$ cat config.mk
export PLATFORM = sky130hd
export DESIGN_NAME = hog_svm_classifier
export DESIGN_NICKNAME = d
export VERILOG_FILES = /design/src/rtl/hog_svm_classifier.sv
export SDC_FILE = /design/constraint.sdc
export NUM_CORES = 2
export LEC_CHECK = 0
export CAP_MARGIN = 25
export CORE_MARGIN = 4
export CORE_UTILIZATION = 60
export CTS_CLUSTER_SIZE = 12
export DETAILED_ROUTE_END_ITERATION = 12
export GPL_TIMING_DRIVEN = 0
export PLACE_DENSITY = 0.9
export REMOVE_ABC_BUFFERS = 1
export SYNTH_ARGS = -nofsm -noshare
export SYNTH_HDL_FRONTEND = slang
export SYNTH_SLANG_ARGS = --single-unit
$ cat constraint.sdc
create_clock -name iClk -period 9.07 [get_ports iClk]
set_input_delay 1.814 -clock iClk [delete_from_list [all_inputs] [get_ports iClk]]
set_output_delay 1.814 -clock iClk [all_outputs]
set_load 0.02 [all_outputs]
$ cat src/rtl/hog_svm_classifier.sv
// Linear-SVM scorer: walks the HOG feature buffer and the weight ROM in lockstep, then
// accumulates feature*weight on top of the bias and emits a saturated Q16.16 score.
module hog_svm_classifier #(
  parameter int                 N_FEAT    = 3780,
  parameter int                 ADDR_W    = 12,
  parameter int                 FRAC      = 16,
  parameter int                 ACC_W     = 80,
  parameter logic signed [31:0] THRESHOLD = 32'sd0
) (
  input  logic              iClk,
  input  logic              iRst,
  input  logic              iStart,
  input  logic [31:0]       iBias,
  output logic [ADDR_W-1:0] oADDR,
  input  logic [31:0]       iFeature,
  input  logic [31:0]       iWeight,
  output logic              oBusy,
  output logic              oValid,
  output logic [31:0]       oScore,
  output logic              oHuman
);

  localparam int                STAGES = 2;
  localparam logic [ADDR_W-1:0] LAST   = ADDR_W'(N_FEAT - 1);

  typedef enum logic [1:0] {IDLE, RUN, DRAIN, DONE} state_t;

  state_t                    state_q, state_d;
  logic [ADDR_W-1:0]         addr_q, addr_d;
  logic                      drain_q, drain_d;
  logic                      busy_q, busy_d;
  logic                      valid_q, valid_d;
  logic [31:0]               score_q, score_d;
  logic                      human_q, human_d;
  logic                      acc_load;

  logic [STAGES:1]           vld_pipe_q;
  logic signed [31:0]        feat_q, wt_q;
  logic signed [63:0]        prod_q;
  logic signed [ACC_W-1:0]   acc_q;

  logic signed [ACC_W-1:0]   shifted;
  logic [ACC_W-32:0]         top_bits;
  logic                      ovf;
  logic [31:0]               score_sat;

  // Score fits in 32 bits only when every bit above bit 31 matches the sign.
  always_comb begin
    shifted   = acc_q >>> FRAC;
    top_bits  = shifted[ACC_W-1:31];
    ovf       = !((&top_bits) || !(|top_bits));
    score_sat = shifted[31:0];
    if (ovf) score_sat = shifted[ACC_W-1] ? 32'h8000_0000 : 32'h7FFF_FFFF;
  end

  always_comb begin
    state_d  = state_q;
    addr_d   = addr_q;
    drain_d  = drain_q;
    busy_d   = busy_q;
    valid_d  = 1'b0;
    score_d  = score_q;
    human_d  = human_q;
    acc_load = 1'b0;
    case (state_q)
      IDLE: if (iStart) begin
        state_d  = RUN;
        addr_d   = '0;
        busy_d   = 1'b1;
        acc_load = 1'b1;
      end
      RUN: begin
        addr_d = addr_q + ADDR_W'(1);
        if (addr_q == LAST) begin
          state_d = DRAIN;
          addr_d  = '0;
          drain_d = 1'b0;
        end
      end
      // Two cycles lets the last pair pass through the product and accumulate stages.
      DRAIN: begin
        drain_d = 1'b1;
        if (drain_q) state_d = DONE;
      end
      DONE: begin
        score_d = score_sat;
        human_d = $signed(score_sat) > THRESHOLD;
        valid_d = 1'b1;
        busy_d  = 1'b0;
        state_d = IDLE;
      end
      default: state_d = IDLE;
    endcase
  end

  always_ff @(posedge iClk) begin
    if (iRst) begin
      state_q    <= IDLE;
      addr_q     <= '0;
      drain_q    <= 1'b0;
      busy_q     <= 1'b0;
      valid_q    <= 1'b0;
      score_q    <= '0;
      human_q    <= 1'b0;
      vld_pipe_q <= '0;
      feat_q     <= '0;
      wt_q       <= '0;
      prod_q     <= '0;
      acc_q      <= '0;
    end else begin
      state_q    <= state_d;
      addr_q     <= addr_d;
      drain_q    <= drain_d;
      busy_q     <= busy_d;
      valid_q    <= valid_d;
      score_q    <= score_d;
      human_q    <= human_d;
      vld_pipe_q <= {vld_pipe_q[STAGES-1:1], state_q == RUN};
      feat_q     <= $signed(iFeature);
      wt_q       <= $signed(iWeight);
      prod_q     <= 64'(feat_q) * 64'(wt_q);
      if (acc_load)
        acc_q <= ACC_W'($signed(iBias)) <<< FRAC;
      else if (vld_pipe_q[STAGES])
        acc_q <= acc_q + ACC_W'(prod_q);
    end
  end

  assign oADDR  = addr_q;
  assign oBusy  = busy_q;
  assign oValid = valid_q;
  assign oScore = score_q;
  assign oHuman = human_q;

endmodule

* Word-level counts from Yosys, hierarchy flattened *
Index checks and enable logic that the tools add are counted.

storage, ports and cells
  bits in latches = 0
  word-level logic and storage cells = 56
  memories = 0
  bits of input ports = 99
  bits in writable memories = 0
  output and inout port bits = 47
  bits in registers = 260
  bits in read-only memories = 0

cells by class
  bitwise gates (word level) = 0
  reduce and logical (&&, ||, !) cells = 14
  divide/modulo/power cells = 0
  equal/unequal tests = 7
  multiplexer cells = 18
  shift-type cells = 0
  $add $sub $neg = 2
  multipliers = 1
  $lt $le $gt $ge = 1

operators with widths
  kind                   number
  $mux 80                2
  $add 80x64->80         1
  $mul 32x32->64         1
  $mux 32                2
  $reduce_and 33->1      1
  $reduce_or 33->1       1
  $gt 32x1->1 const B    1
  $mux 12                2
  $pmux 12 s2            1
  $add 12x1->12 const B  1
  $eq 12x12->1 const B   1
  $pmux 2 s4             1
  $reduce_bool 2->1      4
  $mux 2                 3
  $ne 2x2->1 const B     3
  $reduce_and 2->1       3
  $mux 1                 5
  $eq 2x2->1 const B     2
  $pmux 1 s2             2
  $reduce_and 3->1       1
  $eq 2x1->1 const B     1
  $logic_not 2->1        1
  $reduce_or 2->1        1
  $logic_not 1->1        1
  $logic_or 1x1->1       1

* Longest topological paths before layout *
  word-level depth = 5
  depth in mapped cells = 30
  depth with buffers taken out = 28

* Worst setup path before layout *
Ideal clock, no wire load.

  path type = reg2reg
  from = register feat_q[31]
  to = register prod_q[60]
  required time = 8.949 ns
  period minus slack after synthesis = 8.042 ns
  library setup time = 0.121 ns
  cell stages (with the launch flop) = 24
  data arrival time = 7.921 ns
  path slack = 1.028 ns
  buffers on the path = 1
  path through = dfxtp_1 clkbuf_1 nand2_1 inv_1 fa_1 fa_1 fa_1 fa_1 inv_1 fa_1 inv_1 fa_1 inv_1 fa_1 inv_1 fa_1 ha_1 and3_1 a221o_1 a21o_1 a2111oi_0 a21oi_1 a311oi_1 mux2_2

on the way
  word-level cells in the longest chain between the ends = 1

ends and longest elaborated chain
  item                      RTL line  RTL
  start: declaration        38        logic signed [31:0] feat_q, wt_q;
  start signal: assignment  119       feat_q <= $signed(iFeature);
  $mul 32x32->64            121       prod_q <= 64'(feat_q) * 64'(wt_q);
  end signal: assignment    121
  end: declaration          39        logic signed [63:0] prod_q;

Every way passes these cells.
A chain may end at the register's enable or synchronous reset.

* Worst setup path in the final report *
  from = register feat_q[22]
  to = register prod_q[60]

The elaborated chain is that of the path after synthesis.

==> flow_metrics.env <==
export IMPL_r2r_slack_ps=280
export IMPL_startpoint="feat_q[22]"
export IMPL_place_area_um2=52750
export IMPL_rr_worst_depth=22
export IMPL_end_kind="flop"
export IMPL_synth_top_area_share=0.4375
export IMPL_clk_pin_slew_ps=60
export IMPL_start_util=0.6046
export IMPL_dp_cells=6446
export IMPL_synth_area_leaders="fa_1 44%, dfxtp_1 11%, inv_1 7.6%, ha_1 6.8%, and2_1 6.6%"
export IMPL_min_period_ps=8786
export IMPL_tritoncts="yes"
export IMPL_place_gp_congestion=0.9664
export IMPL_gr_total_overflow=0
export IMPL_hold_ws_ps=435.1
export IMPL_crit_type="reg -> reg"
export IMPL_startpoint_type="flop"
export IMPL_chipWidth_um=295.4
export IMPL_fin_cells=6519
export IMPL_crit_fanout=19
export IMPL_max_clock_path_buffers=3
export IMPL_drt_pass1_iterations=8
export IMPL_crit_path_end="prod_q[60]"
export IMPL_dp_hpwl_um=110600
export IMPL_yosysSeqAreaShare=0.1050
export IMPL_vias_per_cell=6.011
export IMPL_async_reset_ff_frac=0
export IMPL_period_share=0.9687
export IMPL_grt_max_degree=106
export IMPL_regArea_um2=5245
export IMPL_grt_pass1_wl_um=225800
export IMPL_drv_slew=0
export IMPL_root_buffer="clkbuf_16"
export IMPL_tightest_slew_ps=1029
export IMPL_drc=0
export IMPL_fillers=5810
export IMPL_wl_um=139500
export IMPL_synth_edff_count=0
export IMPL_cap_violations=0
export IMPL_drive_above_1_share=0.03358
export IMPL_grt_setup_unrepaired="false"
export IMPL_outcome="completed"
export IMPL_cts_buffers=34
export IMPL_antenna_found_initial=3
export IMPL_hold_violations=0
export IMPL_wl_per_cell_um=21.40
export IMPL_final_area_um2=54310
export IMPL_die_y_um=295.4
export IMPL_ioPinCount=146
export IMPL_multi_input_area_um2=39460
export IMPL_powerDensity_nw_per_um2=314.8
export IMPL_numPortBuffers=145
export IMPL_yosys_warnings=0
export IMPL_total_power_w=0.01710
export IMPL_syn_avg_cell_area_um2=9.071
export IMPL_clk_insertion_delay_late_ps=580
export IMPL_min_from="vld_pipe_q[1]"
export IMPL_ir_drop_mv=0.5090
export IMPL_synth_main_ff_cell="dfxtp_1"
export IMPL_area_growth_pct=9.583
export IMPL_drt_iter0_markers=3276
export IMPL_reg2reg_to="prod_q[60]"
export IMPL_grt_usage=0.3273
export IMPL_rr_startpoint="feat_q[22]"
export IMPL_p_leak_nw=26.03
export IMPL_setup_violations=0
export IMPL_syn_cell_area_um2=49560
export IMPL_finClkSkew_ps=29.77
export IMPL_dieArea_um2=87260
export IMPL_num_rows=105
export IMPL_worstPathArrival_ps=9240
export IMPL_htreeDepth=2
export IMPL_fmax_mhz=113.8
export IMPL_diodes=0
export IMPL_ys_ff_latch=260
export IMPL_postRouteAntennaNets=0
export IMPL_grt_pass1_vias=43976
export IMPL_synth_top_cell_by_area="fa_1"
export IMPL_crit_required_ps=9520
export IMPL_min_path_type="reg -> reg"
export IMPL_clock_sinks=260
export IMPL_ys_types=77
export IMPL_slew_headroom=0.3128
export IMPL_core_um2=81980
export IMPL_final_nets=6876
export IMPL_num_vias=39186
export IMPL_synth_cells=5464
==> flip-flops by register name, summed over array words and instances, names as in the netlist, 2 cells and up <==
| register | flops |
|---|---|
| prod_q | 64 |
| vld_pipe_q | 2 |
| wt_q | 32 |
| state_q | 2 |
| oScore | 32 |
| oADDR | 12 |
| acc_q | 80 |
| feat_q | 32 |
==> cell type report <==
| type | count | share of cell area |
|---|---|---|
| Sequential cell | 260 | 0.09657 |
| Inverter | 1009 | 0.06987 |
| Clock inverter | 16 | 0.005736 |
| Timing Repair Buffer | 219 | 0.05935 |
| Tap cell | 1070 | 0.02465 |
| Clock buffer | 43 | 0.01721 |
| Multi-Input combinational cell | 3902 | 0.7266 |
==> layer usage <==
layer,track usage,part of all wire
met1,0.3743,0.34
met3,0.08136,0.10
met2,0.5467,0.48
met5,0.002168,0.00043
met4,0.2202,0.080
==> synthesized netlist by cell type (4+ instances only) <==
library cell	instances
a221oi_1	6
or2_2	4
buf_2	9
o21ai_1	8
a21oi_2	4
o221ai_1	4
dfxtp_1	260
fa_1	1083
nand4_1	38
and4_1	7
a31oi_1	28
o21bai_1	30
a311oi_1	8
a21boi_0	6
a2111oi_0	4
and3_1	31
nor2b_1	92
xnor2_1	82
ha_1	268
buf_1	8
nor4_1	21
o22ai_1	5
nor3_1	25
and2_1	526
nand3_1	30
a211oi_1	62
o31ai_1	10
a221o_1	6
nor2_1	252
or3_1	5
a211o_1	5
nand2_1	605
inv_1	1008
o21ai_0	104
a21o_1	89
xor2_1	66
mux2i_1	31
clkbuf_1	273
nand2b_1	27
o21a_1	20
o211ai_1	15
a21oi_1	246
==> where the power goes <==
part | internal (W) | switching [W]
clock | 0.000942 | 0.000588
combinational | 0.00553 | 0.00826
sequential | 0.00146 | 0.000320
==> repair_timing <==
item | 4_1_cts | 5_1_grt
setup endpoints to repair | 2 | 4
pin swaps | 0 | 2
buffers inserted | 0 | 7
hold buffers | 0 | 0
resized for setup | 7 | 17
==> how the worst min path moves through the flow <==
| stage | slack (ps) | endpoint | cells after the start |
|---|---|---|---|
| after floorplan | 410 | vld_pipe_q[2] | 1 |
| after global placement | 420 | vld_pipe_q[2] | 1 |
| after detailed placement | 420 | vld_pipe_q[2] | 1 |
| after CTS | 440 | vld_pipe_q[2] | 1 |
| after global routing | 450 | vld_pipe_q[2] | 1 |
| final | 440 | vld_pipe_q[2] | 1 |
==> cells by family (layout without fill, tap and decap cells) <==
kind of cell,Yosys count,in the layout,synth area share
compound gates,694,694,0.09020
fa+ha+maj,1351,1351,0.5051
buf+inv,1302,1287,0.09904
xor+xnor,148,148,0.02615
simple gates,1677,1677,0.1680
flops,260,260,0.1050
mux,32,32,0.006488
==> worst max-delay path, stage by stage (launching register included) <==
cell and delay [ps]:
dfxtp_1 990, buf_16 240, nand2_1 100, fa_1 570, inv_1 70, fa_1 530, fa_1 590, fa_1 440
fa_1 520, fa_1 430, fa_1 610, fa_1 450, ha_1 410, a21oi_1 230, o21bai_1 80, a21oi_1 270
o21ai_1 140, a221o_1 310, a21o_1 200, a2111oi_0 430, a21oi_1 220, a311oi_1 440, mux2_2 380
==> through the flow <==
step                      setup slack, ps  setup TNS (ps)    util
final                               284.3               0  0.6625
after global routing                43.67               0  0.6625
after CTS                           58.83               0  0.6589
after detailed placement           -489.1          -489.1  0.6435
after global placement              -3076         -160490  0.6249
after floorplan                     810.5               0       -
==> cell usage in the layout, fill, tap and decap left out, types with 8 or more instances in the layout <==
| master | instances |
|---|---|
| nand3_1 | 30 |
| ha_1 | 267 |
| o31ai_1 | 10 |
| o21bai_1 | 30 |
| a21o_1 | 89 |
| nor4_1 | 21 |
| clkdlybuf4s50_1 | 144 |
| a21oi_1 | 246 |
| o211ai_1 | 15 |
| nor2b_1 | 92 |
| nand4_1 | 38 |
| clkbuf_16 | 34 |
| buf_16 | 55 |
| o21ai_0 | 104 |
| nand2b_1 | 27 |
| nand2_1 | 604 |
| mux2i_1 | 31 |
| o21a_1 | 20 |
| xor2_1 | 66 |
| inv_1 | 1006 |
| and2_1 | 526 |
| xnor2_1 | 82 |
| o21ai_1 | 8 |
| nor2_1 | 251 |
| and3_1 | 31 |
| a31oi_1 | 28 |
| dfxtp_1 | 238 |
| a211oi_1 | 62 |
| buf_8 | 8 |
| fa_1 | 1080 |
| dfxtp_2 | 17 |
| nor3_1 | 25 |
| a311oi_1 | 8 |
Note: power is estimated with default switching activity, not from simulation.
